--- src/rtl/mem_arbiter_pkg.sv ---
`default_nettype none
// ============================================================================
// hrm_mem_pkg : shared port indices and default widths for the data memory.
// Rev 1.0
// ============================================================================
package hrm_mem_pkg;

  localparam bit PORT_CPU   = 1'b0;
  localparam bit PORT_DBG   = 1'b1;

  localparam int MEM_DATA_W = 8;
  localparam int MEM_ADDR_W = 8;

endpackage
`default_nettype wire

--- src/rtl/mem_arbiter_if.sv ---
`default_nettype none
// ============================================================================
// mem_arb_port_if / mem_arb_mem_if : requester-side and memory-side buses.
// Rev 1.0
// ============================================================================
interface mem_arb_port_if
  import hrm_mem_pkg::*;
#(
  parameter int DATA_WIDTH = MEM_DATA_W,
  parameter int ADDR_WIDTH = MEM_ADDR_W
);
  logic                  req;
  logic                  we;
  logic                  mmio;
  logic [ADDR_WIDTH-1:0] addr;
  logic [DATA_WIDTH-1:0] din;
  logic                  gnt;
  logic                  rvalid;
  logic [DATA_WIDTH-1:0] rdata;

  modport master (output req, we, mmio, addr, din, input gnt, rvalid, rdata);
  modport slave  (input req, we, mmio, addr, din, output gnt, rvalid, rdata);
endinterface

interface mem_arb_mem_if
  import hrm_mem_pkg::*;
#(
  parameter int DATA_WIDTH = MEM_DATA_W,
  parameter int ADDR_WIDTH = MEM_ADDR_W
);
  logic [ADDR_WIDTH-1:0] addr;
  logic [DATA_WIDTH-1:0] din;
  logic                  we;
  logic                  mmio;
  logic [DATA_WIDTH-1:0] dout;

  modport master (output addr, din, we, mmio, input dout);
  modport slave  (input addr, din, we, mmio, output dout);
endinterface
`default_nettype wire

--- src/rtl/mem_resp_reg.sv ---
`default_nettype none
// ============================================================================
// mem_resp_reg : per-port read response; rdata follows live data while valid
// and holds the last returned value otherwise. Rev 1.0
// ============================================================================
module mem_resp_reg #(
  parameter int DATA_WIDTH = 8
) (
  input  logic                  clk,
  input  logic                  rst_n,
  input  logic                  valid,
  input  logic [DATA_WIDTH-1:0] data,
  output logic                  rvalid,
  output logic [DATA_WIDTH-1:0] rdata
);

  logic [DATA_WIDTH-1:0] r_hold;

  always_ff @(posedge clk or negedge rst_n) begin
    if (!rst_n) begin
      r_hold <= '0;
    end else if (valid) begin
      r_hold <= data;
    end
  end

  // Memory data is only present during the response cycle, so it is passed
  // straight through then and captured for the idle cycles that follow.
  assign rvalid = valid;
  assign rdata  = valid ? data : r_hold;

endmodule
`default_nettype wire

--- src/rtl/mem_arbiter.sv ---
`default_nettype none
// ============================================================================
// mem_arbiter : fixed-priority CPU/debug arbiter for the data memory with a
// bounded-streak starvation guard for the debug port. Rev 1.0
// ============================================================================
module mem_arbiter
  import hrm_mem_pkg::*;
#(
  parameter int DATA_WIDTH = MEM_DATA_W,
  parameter int ADDR_WIDTH = MEM_ADDR_W,
  parameter int MAX_STREAK = 4
) (
  input  logic          clk,
  input  logic          rst_n,
  mem_arb_port_if.slave p0,
  mem_arb_port_if.slave p1,
  mem_arb_mem_if.master mem
);

  localparam logic [3:0] c_max_streak = 4'(MAX_STREAK);

  logic [3:0]            r_streak;
  logic                  r_rd_pend;
  logic                  r_rd_port;
  logic                  r_rd_mmio;

  logic                  w_gnt0;
  logic                  w_gnt1;
  logic [ADDR_WIDTH-1:0] w_addr;
  logic [DATA_WIDTH-1:0] w_din;
  logic                  w_we;
  logic                  w_mmio;
  logic                  w_rd_start;
  logic [DATA_WIDTH-1:0] w_rdata;

  // Port 1 takes the slot once port 0 has used up its streak allowance.
  always_comb begin
    w_gnt1 = rst_n && p1.req && (!p0.req || (r_streak == c_max_streak));
    w_gnt0 = rst_n && p0.req && !w_gnt1;
  end

  assign p0.gnt = w_gnt0;
  assign p1.gnt = w_gnt1;

  always_comb begin
    w_addr = '0;
    w_din  = '0;
    w_we   = 1'b0;
    w_mmio = 1'b0;
    if (w_gnt1) begin
      w_addr = p1.addr;
      w_din  = p1.din;
      w_we   = p1.we;
      w_mmio = p1.mmio;
    end else if (w_gnt0) begin
      w_addr = p0.addr;
      w_din  = p0.din;
      w_we   = p0.we;
      w_mmio = p0.mmio;
    end
  end

  assign mem.addr   = w_addr;
  assign mem.din    = w_din;
  assign mem.we     = w_we;
  assign mem.mmio   = w_mmio;
  assign w_rd_start = (w_gnt0 || w_gnt1) && !w_we;

  always_ff @(posedge clk or negedge rst_n) begin
    if (!rst_n) begin
      r_streak <= 4'd0;
    end else if (w_gnt1 || !p1.req) begin
      r_streak <= 4'd0;
    end else if (w_gnt0 && (r_streak != c_max_streak)) begin
      r_streak <= r_streak + 4'd1;
    end
  end

  always_ff @(posedge clk or negedge rst_n) begin
    if (!rst_n) begin
      r_rd_pend <= 1'b0;
      r_rd_port <= PORT_CPU;
      r_rd_mmio <= 1'b0;
    end else begin
      r_rd_pend <= w_rd_start;
      if (w_rd_start) begin
        r_rd_port <= w_gnt1;
        r_rd_mmio <= w_mmio;
      end
    end
  end

  // MMIO reads are not backed by RAM data, so they return zero.
  assign w_rdata = r_rd_mmio ? '0 : mem.dout;

  mem_resp_reg #(.DATA_WIDTH(DATA_WIDTH)) u_resp_p0 (
    .clk    (clk),
    .rst_n  (rst_n),
    .valid  (r_rd_pend && (r_rd_port == PORT_CPU)),
    .data   (w_rdata),
    .rvalid (p0.rvalid),
    .rdata  (p0.rdata)
  );

  mem_resp_reg #(.DATA_WIDTH(DATA_WIDTH)) u_resp_p1 (
    .clk    (clk),
    .rst_n  (rst_n),
    .valid  (r_rd_pend && (r_rd_port == PORT_DBG)),
    .data   (w_rdata),
    .rvalid (p1.rvalid),
    .rdata  (p1.rdata)
  );

endmodule
`default_nettype wire

--- src/flat_wrapper.sv ---
// flat-port wrapper written by rule: the top's interface ports become plain ports
module mem_arbiter_flat import hrm_mem_pkg::*;
#(
  parameter int DATA_WIDTH = MEM_DATA_W,
  parameter int ADDR_WIDTH = MEM_ADDR_W,
  parameter int MAX_STREAK = 4
)
  (clk, rst_n, p0_req, p0_we, p0_mmio, p0_addr, p0_din, p0_gnt, p0_rvalid, p0_rdata, p1_req, p1_we, p1_mmio, p1_addr, p1_din, p1_gnt, p1_rvalid, p1_rdata, mem_addr, mem_din, mem_we, mem_mmio, mem_dout);
  mem_arb_port_if #(.DATA_WIDTH(DATA_WIDTH), .ADDR_WIDTH(ADDR_WIDTH)) p0_i ();
  mem_arb_port_if #(.DATA_WIDTH(DATA_WIDTH), .ADDR_WIDTH(ADDR_WIDTH)) p1_i ();
  mem_arb_mem_if #(.DATA_WIDTH(DATA_WIDTH), .ADDR_WIDTH(ADDR_WIDTH)) mem_i ();
  input  logic clk;
  input  logic rst_n;
  input wire logic [$bits(p0_i.req)-1:0] p0_req;
  input wire logic [$bits(p0_i.we)-1:0] p0_we;
  input wire logic [$bits(p0_i.mmio)-1:0] p0_mmio;
  input wire logic [$bits(p0_i.addr)-1:0] p0_addr;
  input wire logic [$bits(p0_i.din)-1:0] p0_din;
  output wire logic [$bits(p0_i.gnt)-1:0] p0_gnt;
  output wire logic [$bits(p0_i.rvalid)-1:0] p0_rvalid;
  output wire logic [$bits(p0_i.rdata)-1:0] p0_rdata;
  input wire logic [$bits(p1_i.req)-1:0] p1_req;
  input wire logic [$bits(p1_i.we)-1:0] p1_we;
  input wire logic [$bits(p1_i.mmio)-1:0] p1_mmio;
  input wire logic [$bits(p1_i.addr)-1:0] p1_addr;
  input wire logic [$bits(p1_i.din)-1:0] p1_din;
  output wire logic [$bits(p1_i.gnt)-1:0] p1_gnt;
  output wire logic [$bits(p1_i.rvalid)-1:0] p1_rvalid;
  output wire logic [$bits(p1_i.rdata)-1:0] p1_rdata;
  output wire logic [$bits(mem_i.addr)-1:0] mem_addr;
  output wire logic [$bits(mem_i.din)-1:0] mem_din;
  output wire logic [$bits(mem_i.we)-1:0] mem_we;
  output wire logic [$bits(mem_i.mmio)-1:0] mem_mmio;
  input wire logic [$bits(mem_i.dout)-1:0] mem_dout;
  assign p0_i.req = p0_req;
  assign p0_i.we = p0_we;
  assign p0_i.mmio = p0_mmio;
  assign p0_i.addr = p0_addr;
  assign p0_i.din = p0_din;
  assign p0_gnt = p0_i.gnt;
  assign p0_rvalid = p0_i.rvalid;
  assign p0_rdata = p0_i.rdata;
  assign p1_i.req = p1_req;
  assign p1_i.we = p1_we;
  assign p1_i.mmio = p1_mmio;
  assign p1_i.addr = p1_addr;
  assign p1_i.din = p1_din;
  assign p1_gnt = p1_i.gnt;
  assign p1_rvalid = p1_i.rvalid;
  assign p1_rdata = p1_i.rdata;
  assign mem_addr = mem_i.addr;
  assign mem_din = mem_i.din;
  assign mem_we = mem_i.we;
  assign mem_mmio = mem_i.mmio;
  assign mem_i.dout = mem_dout;
  mem_arbiter #(.DATA_WIDTH(DATA_WIDTH), .ADDR_WIDTH(ADDR_WIDTH), .MAX_STREAK(MAX_STREAK)) u_core (.clk(clk), .rst_n(rst_n), .p0(p0_i), .p1(p1_i), .mem(mem_i));
endmodule
--- config.mk ---
export PLATFORM = sky130hd
export DESIGN_NAME = mem_arbiter_flat
export DESIGN_NICKNAME = d
export VERILOG_FILES = /design/src/rtl/mem_arbiter_pkg.sv /design/src/rtl/mem_arbiter_if.sv /design/src/rtl/mem_resp_reg.sv /design/src/rtl/mem_arbiter.sv /design/src/flat_wrapper.sv
export SDC_FILE = /design/constraint.sdc
export NUM_CORES = 1
export LEC_CHECK = 0
export BUFFER_PORTS_ARGS = -buffer_cell sky130_fd_sc_hd__buf_4
export CAP_MARGIN = 10
export CORE_ASPECT_RATIO = 0.8
export CORE_MARGIN = 10
export CORE_UTILIZATION = 43
export CTS_BUF_LIST = sky130_fd_sc_hd__clkbuf_4 sky130_fd_sc_hd__clkbuf_8 sky130_fd_sc_hd__clkbuf_16
export CTS_CLUSTER_DIAMETER = 150
export DETAILED_ROUTE_END_ITERATION = 8
export GPL_TIMING_DRIVEN = 1
export PLACE_DENSITY_LB_ADDON = 0.12
export SYNTH_ARGS = -nofsm -noshare
export SYNTH_HDL_FRONTEND = slang
export SYNTH_SLANG_ARGS = --single-unit
--- constraint.sdc ---
create_clock -name clk -period 5 [get_ports clk]
set_clock_uncertainty 0.05 [all_clocks]
set_input_delay 0.25 -clock clk [delete_from_list [all_inputs] [get_ports clk]]
set_output_delay 0.25 -clock clk [all_outputs]
set_load 0.05 [all_outputs]
==> results_dict.tcl, run 1 <==
set metrics [dict create \
    regToRegStartpoint "u_core.r_streak[0]" \
    grt_pass1_vias 1169 \
    grt_usage_pct 13.6 \
    dpl.hpwl_mm 3.27 \
    port_buffers 85 \
    clk_pin_slew_worst_paths_ps 120 \
    max_stage_delay_ps 650 \
    hp-class "primary input to flip-flop" \
    rows 17 \
    crit_chain "dlygate4sd3_1, buf_4, nand2_1, a21oi_2, a22o_1, buf_4" \
    crit_required_ps 4700 \
    dp.cells 239 \
    synthDistinctLibCells 24 \
    tightest_slew_ps 852 \
    ir_drop_mv 0.294 \
    synth_top_area_share_pct 47.4 \
    grt_max_degree 33 \
    wl_per_cell_um 16.3 \
    reg2regPathDepth 6 \
    holdCritStartpoint "p1_req" \
    pwr-share-clk_pct 12.1 \
    synth_area_leaders "dfrtp_1, a22o_1, o21ai_0, nand2_1, nand2b_1" \
    fmax_ghz 0.369 \
    crit_type "primary input to output port" \
    drc_errors 0 \
    coreArea_um2 2720 \
    cts_tree "built" \
    num_vias 1176 \
    period_minus_slack_ps 2710 \
    synth_area_leader_cell "dfrtp_1" \
    synth_fp_nets 173 \
    die_w_um 79.4 \
    p_per_area_nw_per_um2 393 \
    p_leak_uw 0.00101 \
    cp.arrival_ps 2410 \
    min_delay_worst_endpoint "u_core.r_streak[2]" \
    drive_gt1_share_pct 45.6 \
    grt_overflow 0 \
    die_area_um2 5360 \
    clock_latency_ps 310 \
    cts_resized 0 \
    setup_tns_ps 0 \
    cpMaxStageDelayCell "a21oi_2" \
    hold_viol 0 \
    regArea_um2 576 \
    area_delta_synth_final_pct 55.6 \
    worst-path-buf-inv 3 \
    final.fill_count 251 \
    switchingPower_uw 350 \
    gp_congestion 0.788 \
    cp-end-kind "output port" \
    viasPerCell 4.82 \
    drt_iter0_drc 38 \
    wl_mm 3.97 \
    synth-seq-cells 23 \
    layout_common_cells "buf_4, dfrtp_1, nand2_1, a22o_1, o21ai_0" \
    syn_area_um2 1210 \
    pwr-share-seq_pct 33.5 \
    rrSetupSlack_ps 2850 \
    layout.nets 257 \
    grt_pass1_wl_mm 5.86 \
    start_util_pct 44.6 \
    worstPathMaxFanout 32 \
    swShare_pct 47.2 \
    fin_cells 244 \
    synth_seq_area_share_pct 47.4 \
    io_pins 86 \
    whs_path_depth 2 \
    rsz0062_at_grt "no" \
    ant_nets 0 \
    maxSlewHeadroom_pct 43.2 \
    r2r_end "u_core.r_rd_mmio" \
    antenna_found_initial 0 \
    crit_top_cell "buf_4" \
    min_period_over_period_pct 54.1 \
    synthCells 123 \
    cap_viol_max_count 0 \
    synth_warnings 0 \
    htree_levels 1 \
    cts_root_buf "clkbuf_4" \
    syn_avg_cell_area_um2 9.87 \
    die_y_um 67.5 \
    startpoint_type "primary input" \
    multi_input_area_um2 557 \
    internal_power_uw 392 \
    numCtsBuffers 3 \
    cts.sinks 23 \
    critPathTopFamily "buffers and inverters" \
    p_comb_share_pct 54.4 \
    status "finished clean" \
    clk_path_buf_depth 2 \
    final_common_cell "buf_4" \
    setup_viol 0 \
    antenna_cells 0 \
    dr.pass1.iters 4 \
    finalMaxSlewViolations 0 \
]
==> flip-flops by register name, indices dropped and copies added, names as in the netlist <==
signal and flops:
u_core.r_rd_port 1, u_core.r_rd_mmio 1, u_core.u_resp_p1.r_hold 8, u_core.r_streak 4
u_core.u_resp_p0.r_hold 8, u_core.r_rd_pend 1
==> power groups by stage <==
| stage | Sequential (uW) | Clock, uW | Combinational, uW |
|---|---|---|---|
| after floorplan | 249 | 0 | 272 |
| after global placement | 251 | 0 | 402 |
| after detailed placement | 254 | 0 | 407 |
| after CTS | 249 | 94.0 | 409 |
| after global routing | 254 | 103 | 426 |
| final | 249 | 90.0 | 403 |
==> kinds of logic after synthesis <==
family                   count (synthesis)  synth area share (%)
AO/OA/AOI/OAI                           44                  26.8
flip-flops                              23                  47.4
buffers and inverters                   15                  6.70
AND/OR/NAND/NOR                         38                  16.1
multiplexers                             1                 0.928
adder cells (fa/ha/maj)                  2                  2.06
==> routing by layer <==
metal | wire [um] | track usage [%] | vias to the layer above
li1 | - | - | 601
met1 | 1530 | 14.7 | 542
met2 | 2190 | 26.2 | 33
met3 | 253 | 4.77 | 0
met4 | 0 | 1.34 | 0
met5 | 0 | 0 | -
==> worst register-to-register path, delay by kind of cell, from the launching register on <==
kind                     cells  cell delay, ps
AO/OA/AOI/OAI                2             810
flip-flops                   1             410
multiplexers                 1             330
adder cells (fa/ha/maj)      1             190
AND/OR/NAND/NOR              1             190
buffers and inverters        1              80
==> final cells by class <==
class / instances / area share, %
well taps: 38 / 2.52
flip-flops and latches: 23 / 30.5
multi-input cells: 85 / 29.5
inverters: 8 / 1.59
clock buffers: 4 / 1.59
repair buffers: 86 / 34.3
==> worst max-delay path by stage <==
stage                            start     endpoint  slack, ps  cells past startpoint
finish                           rst_n     mem_mmio       2290                      6
global route                     rst_n     mem_mmio       2130                      6
CTS                              rst_n     mem_mmio       2290                      6
detailed placement  u_core.r_streak[1]     mem_mmio       2760                      6
global placement    u_core.r_streak[0]     mem_mmio       2850                      6
floorplan             u_core.r_rd_port  p0_rdata[6]       2760                      3
==> through the flow <==
| step | cell area, um^2 | setup slack [ps] | total power [uW] | hold WS (ps) | util, % |
|---|---|---|---|---|---|
| finish | 1890 | 2290 | 742 | 164 | 69.3 |
| detailed placement | 1850 | 2760 | 661 | 135 | 67.9 |
| global placement | 1850 | 2850 | 653 | 128 | 67.9 |
| CTS | 1890 | 2290 | 752 | 154 | 69.3 |
| floorplan | 1210 | 2760 | 521 | -95.6 | - |
| global route | 1890 | 2130 | 783 | 154 | 69.3 |
==> cell usage after synthesis <==
library cell and n:
mux2_2 1, and3b_4 1, inv_1 8, a22o_1 19, dfrtp_1 23, nand3_1 2, a21boi_0 3, nor2b_1 1
ha_1 2, a22oi_2 1, o21ai_0 17, and3_1 1, a21oi_1 1, nand4b_1 1, buf_2 2, nor2_1 1
o211a_4 1, nand2b_1 11, nor3b_1 1, a21oi_2 1, buf_6 3, clkbuf_1 2, o31ai_1 1, nand2_1 19
==> timing repair <==
item | in CTS | in global routing
buffers inserted | 0 | 0
hold buffers | 1 | 0
hold endpoints to repair | 23 | 0
(Power assumes the default switching activity.)
==> inputs of run 2 (changes only) <==
--- a/config.mk
+++ b/config.mk
@@ -9,7 +9,7 @@
 export CAP_MARGIN = 10
 export CORE_ASPECT_RATIO = 0.8
 export CORE_MARGIN = 10
-export CORE_UTILIZATION = 43
+export CORE_UTILIZATION = 36
 export CTS_BUF_LIST = sky130_fd_sc_hd__clkbuf_4 sky130_fd_sc_hd__clkbuf_8 sky130_fd_sc_hd__clkbuf_16
 export CTS_CLUSTER_DIAMETER = 150
 export DETAILED_ROUTE_END_ITERATION = 8
==> constraint.sdc (replaced) <==
create_clock -name clk -period 2.4 [get_ports clk]
set_clock_uncertainty 0.05 [all_clocks]
set_input_delay 0.12 -clock clk [delete_from_list [all_inputs] [get_ports clk]]
set_output_delay 0.12 -clock clk [all_outputs]
set_load 0.05 [all_outputs]
==> run 2 against run 1 <==
Final cell count is 1.2% higher. Count of clock-buffer cells in the layout stayed put. Non-clock buffer count is 1 higher. Critical path depth is 1 higher. Critical endpoint unchanged. Largest cell class unchanged.
==> results_dict.tcl, run 2 (same netlist as run 1, synthesis figures left out) <==
set metrics [dict create \
    dr.pass1.iters 4 \
    crit_required_ps 2230 \
    holdCritStartpoint "p1_req" \
    wl_per_cell_um 16.5 \
    reg2regPathDepth 6 \
    rows 18 \
    finalMaxSlewViolations 0 \
    layout_common_cells "buf_4, dfrtp_1, nand2_1, a22o_1, o21ai_0" \
    antenna_found_initial 0 \
    clk_pin_slew_worst_paths_ps 80 \
    maxSlewHeadroom_pct 60.5 \
    p_comb_share_pct 52.7 \
    startpoint_type "primary input" \
    cap_viol_max_count 0 \
    dpl.hpwl_mm 3.36 \
    reg_top3 "u_core.u_resp_p0.r_hold x8, u_core.u_resp_p1.r_hold x8, u_core.r_streak x4" \
    die_area_um2 6110 \
    internal_power_uw 872 \
    final_util_pct 60.8 \
    min_period_over_period_pct 86.6 \
    ir_drop_mv 0.722 \
    whs_ps 101 \
    setup_tns_ps 0 \
    area_delta_synth_final_pct 57.9 \
    fmax_ghz 0.481 \
    hp-class "primary input to flip-flop" \
    crit_type "primary input to output port" \
    rsz0062_at_grt "no" \
    die_y_um 71.9 \
    cp.arrival_ps 1910 \
    endpoint "mem_mmio" \
    grt_pass1_wl_mm 6.11 \
    setup_viol 0 \
    cp-end-kind "output port" \
    cts.sinks 23 \
    drc_errors 0 \
    wl_mm 4.07 \
    drt_iter0_drc 32 \
    antenna_cells 0 \
    layout.nets 258 \
    p_leak_uw 0.00103 \
    final_common_cell "buf_4" \
    hold_viol 0 \
    clk_path_buf_depth 2 \
    drive_gt1_share_pct 45.9 \
    pwr-share-seq_pct 32.3 \
    clock_latency_ps 260 \
    grt_pass1_vias 1187 \
    viasPerCell 4.85 \
    swShare_pct 45.6 \
    io_pins 86 \
    grt_max_degree 33 \
    tightest_slew_ps 593 \
    coreArea_um2 3150 \
    cts_tree "built" \
    r2r_end "u_core.r_rd_mmio" \
    grt_usage_pct 12.0 \
    pwr-share-clk_pct 15.0 \
    numCtsBuffers 3 \
    die_w_um 84.9 \
    cp-startpoint "rst_n" \
    cts_root_buf "clkbuf_8" \
    status "finished clean" \
    switchingPower_uw 731 \
    grt_overflow 0 \
    p_per_area_nw_per_um2 836 \
    num_vias 1197 \
    ant_nets 0 \
    total_power_uw 1600 \
    period_minus_slack_ps 2080 \
    start_util_pct 38.5 \
    rrSetupSlack_ps 440 \
    worstPathMaxFanout 32 \
    port_buffers 85 \
    regToRegStartpoint "u_core.r_streak[0]" \
    htree_levels 1 \
    gp_congestion 0.861 \
]
==> run 2: cell count changes in the layout (fill, tap and decap cells not counted), sizes merged <==
cell,change
buf,+1
==> run 2: cell type report <==
class                      instances  area, um^2
multi-input combinational         85         557
clock buffer                       4        48.8
inverter                           8        30.0
timing repair buffer              87         656
fill                             260        1240
sequential                        23         576
tap                               40        50.0
==> run 2: worst max-delay path, stage by stage <==
cell and delay, ps:
dlygate4sd3_1 540, buf_4 340, nand2_1 150, a21oi_2 120, buf_4 250, a22o_1 190, buf_4 200
==> run 2: worst min-delay path by stage <==
stage / end / slack [ps] / depth (start not counted)
finish: u_core.r_streak[2] / 100 / 2
CTS: u_core.r_streak[3] / 110 / 2
floorplan: u_core.r_rd_mmio / -230 / 0
detailed placement: u_core.u_resp_p0.r_hold[4] / 4 / 1
global placement: u_core.u_resp_p0.r_hold[4] / -0.9 / 1
global route: u_core.r_streak[3] / 100 / 2
==> run 2: timing repair <==
| action | in CTS | in global routing |
|---|---|---|
| hold endpoints to repair | 23 | 0 |
| hold buffers | 1 | 0 |
| buffers inserted | 0 | 0 |
| gates resized for setup | 0 | 0 |
==> run 2: power by group through the flow <==
stage / Sequential, uW / Combinational, uW / Clock [uW]
finish: 518 / 845 / 240
global route: 527 / 892 / 267
CTS: 519 / 858 / 249
detailed placement: 526 / 855 / 0
global placement: 523 / 842 / 0
floorplan: 518 / 567 / 0
==> run 2: layer usage <==
metal	GRT usage, %	wire length (um)	vias to the layer above
met3	3.91	258	2
li1	-	-	602
met5	0	0	-
met4	1.09	10	0
met2	21.0	2000	49
met1	14.6	1800	544
==> run 2: stage by stage <==
stage / instance area (um^2) / worst slack, ps / std cells
2_1_floorplan: 1210 / 158 / 123
3_3_place_gp: 1860 / 535 / 242
3_5_place_dp: 1860 / 456 / 242
4_1_cts: 1920 / 317 / 247
5_1_grt: 1920 / 169 / 247
6_report: 1920 / 321 / 247
==> inputs of run 3 (changes only) <==
==> constraint.sdc (replaced) <==
create_clock -name clk -period 2.4 [get_ports clk]
set_clock_uncertainty 0.05 [all_clocks]
set_input_delay 0.24 -clock clk [delete_from_list [all_inputs] [get_ports clk]]
set_output_delay 0.24 -clock clk [all_outputs]
set_load 0.05 [all_outputs]
==> run 3 against run 2 <==
Sequential share of layout area decreased by 0.059 points. Final area increased by 0.20%. Sequential power about the same. Combinational power about the same. Critical endpoint unchanged.
==> results_dict.tcl, run 3 (same netlist as run 1, synthesis figures left out) <==
set metrics [dict create \
    viasPerCell 4.91 \
    grt_max_degree 33 \
    setup_viol 0 \
    reg_top3 "u_core.u_resp_p0.r_hold x8, u_core.u_resp_p1.r_hold x8, u_core.r_streak x4" \
    crit_type "primary input to output port" \
    ant_nets 0 \
    hold_viol 0 \
    clk_path_buf_depth 2 \
    setup_tns_ps 0 \
    cp-end-kind "output port" \
    port_buffers 85 \
    setup_slack_ps 157 \
    io_pins 86 \
    final_area_um2 1920 \
    layout.nets 258 \
    gp_congestion 0.841 \
    grt_pass1_wl_mm 6.61 \
    min_period_over_period_pct 93.4 \
    grt_pass1_vias 1275 \
    num_vias 1212 \
    coreArea_um2 3150 \
    max_stage_delay_ps 540 \
    crit_required_ps 2110 \
    period_minus_slack_ps 2240 \
    htree_levels 1 \
    cts.sinks 23 \
    numCtsBuffers 3 \
    clk_pin_slew_worst_paths_ps 70 \
    startpoint_type "primary input" \
    tightest_slew_ps 540 \
    dr.pass1.iters 4 \
    clock_latency_ps 260 \
    drive_gt1_share_pct 45.9 \
    start_util_pct 38.5 \
    cpMaxStageDelayCell "dlygate4sd3_1" \
    cts_root_buf "clkbuf_8" \
    wl_mm 4.23 \
    worst-path-buf-inv 4 \
    finalMaxSlewViolations 0 \
    cp.arrival_ps 1950 \
    maxSlewHeadroom_pct 64.0 \
    p_per_area_nw_per_um2 837 \
    worstPathMaxFanout 32 \
    crit_chain "dlygate4sd3_1, buf_6, nand2_1, a21oi_2, buf_4, a22o_1, buf_4" \
    cap_viol_max_count 0 \
    switchingPower_uw 735 \
    die_y_um 71.9 \
    fmax_ghz 0.446 \
    final_common_cell "buf_4" \
    pwr-share-clk_pct 15.2 \
    pre_cts_slack_ps 461 \
    total_power_uw 1610 \
    area_delta_synth_final_pct 58.2 \
    grt_usage_pct 12.9 \
    hp-class "primary input to flip-flop" \
    grt_overflow 0 \
    rows 18 \
    rsz0062_at_grt "no" \
    cts_tree "built" \
    ir_drop_mv 0.766 \
    dpl.hpwl_mm 3.48 \
    die_w_um 84.9 \
    p_leak_uw 0.00103 \
    swShare_pct 45.7 \
    critPathTopFamily "buffers and inverters" \
    drt_iter0_drc 64 \
    pwr-share-seq_pct 32.2 \
    layout_common_cells "buf_4, dfrtp_1, nand2_1, a22o_1, o21ai_0" \
    p_comb_share_pct 52.6 \
    drc_errors 0 \
    status "finished clean" \
    die_area_um2 6110 \
    crit_top_cell "buf_4" \
    internal_power_uw 872 \
    wl_per_cell_um 17.1 \
    placement.cell_area_um2 1860 \
    antenna_cells 0 \
    antenna_found_initial 0 \
]
[run 3: cell counts in the layout (fill, tap and decap cells not counted)]
Identical to the previous run, type by type.
[run 3: metal layers]
metal / global-route usage (%) / wire (um) / vias to the layer above
li1: - / - / 601
met1: 16.0 / 1860 / 557
met2: 22.0 / 2080 / 50
met3: 3.91 / 249 / 4
met4: 2.01 / 45 / 0
met5: 0 / 0 / -
[run 3: final timing paths]
path	cells after the start	slack, ps	endpoint	startpoint
worst max-delay path	7	160	mem_mmio	rst_n
worst min-delay path	2	220	u_core.r_streak[2]	p1_req
worst max register to register	6	450	u_core.r_rd_mmio	u_core.r_streak[0]
worst min register to register	2	450	u_core.u_resp_p1.r_hold[7]	u_core.u_resp_p1.r_hold[7]
max in group asynchronous	2	1750	u_core.u_resp_p1.r_hold[0]	rst_n
min in group asynchronous	2	340	u_core.u_resp_p0.r_hold[4]	rst_n
[run 3: power by group through the flow]
stage,logic [uW],registers (uW),clock network (uW)
floorplan,567,518,0
CTS,857,519,250
global placement,842,523,0
finish,845,518,244
detailed placement,853,528,0
global route,898,526,274
[run 3: layout make-up]
class	instances	area, um^2
repair buffers	87	659
multi-input cells	85	557
well taps	40	50.0
flip-flops and latches	23	576
fillers	270	1230
inverters	8	30.0
clock buffers	4	48.8
[run 3: timing repair]
| item | in CTS | in global routing |
|---|---|---|
| setup buffers | 0 | 0 |
| hold endpoints to repair | 23 | 0 |
| gates resized for setup | 0 | 1 |
| setup endpoints to repair | 0 | 15 |
| hold buffers | 1 | 0 |
[run 3: metrics by stage]
stage / utilization [%] / instances / hold WS [ps]
4_1_cts: 60.8 / 247 / 219
3_3_place_gp: 58.9 / 242 / 121
2_1_floorplan: - / 123 / -106
6_report: 60.9 / 247 / 218
3_5_place_dp: 58.9 / 242 / 128
5_1_grt: 60.9 / 247 / 226
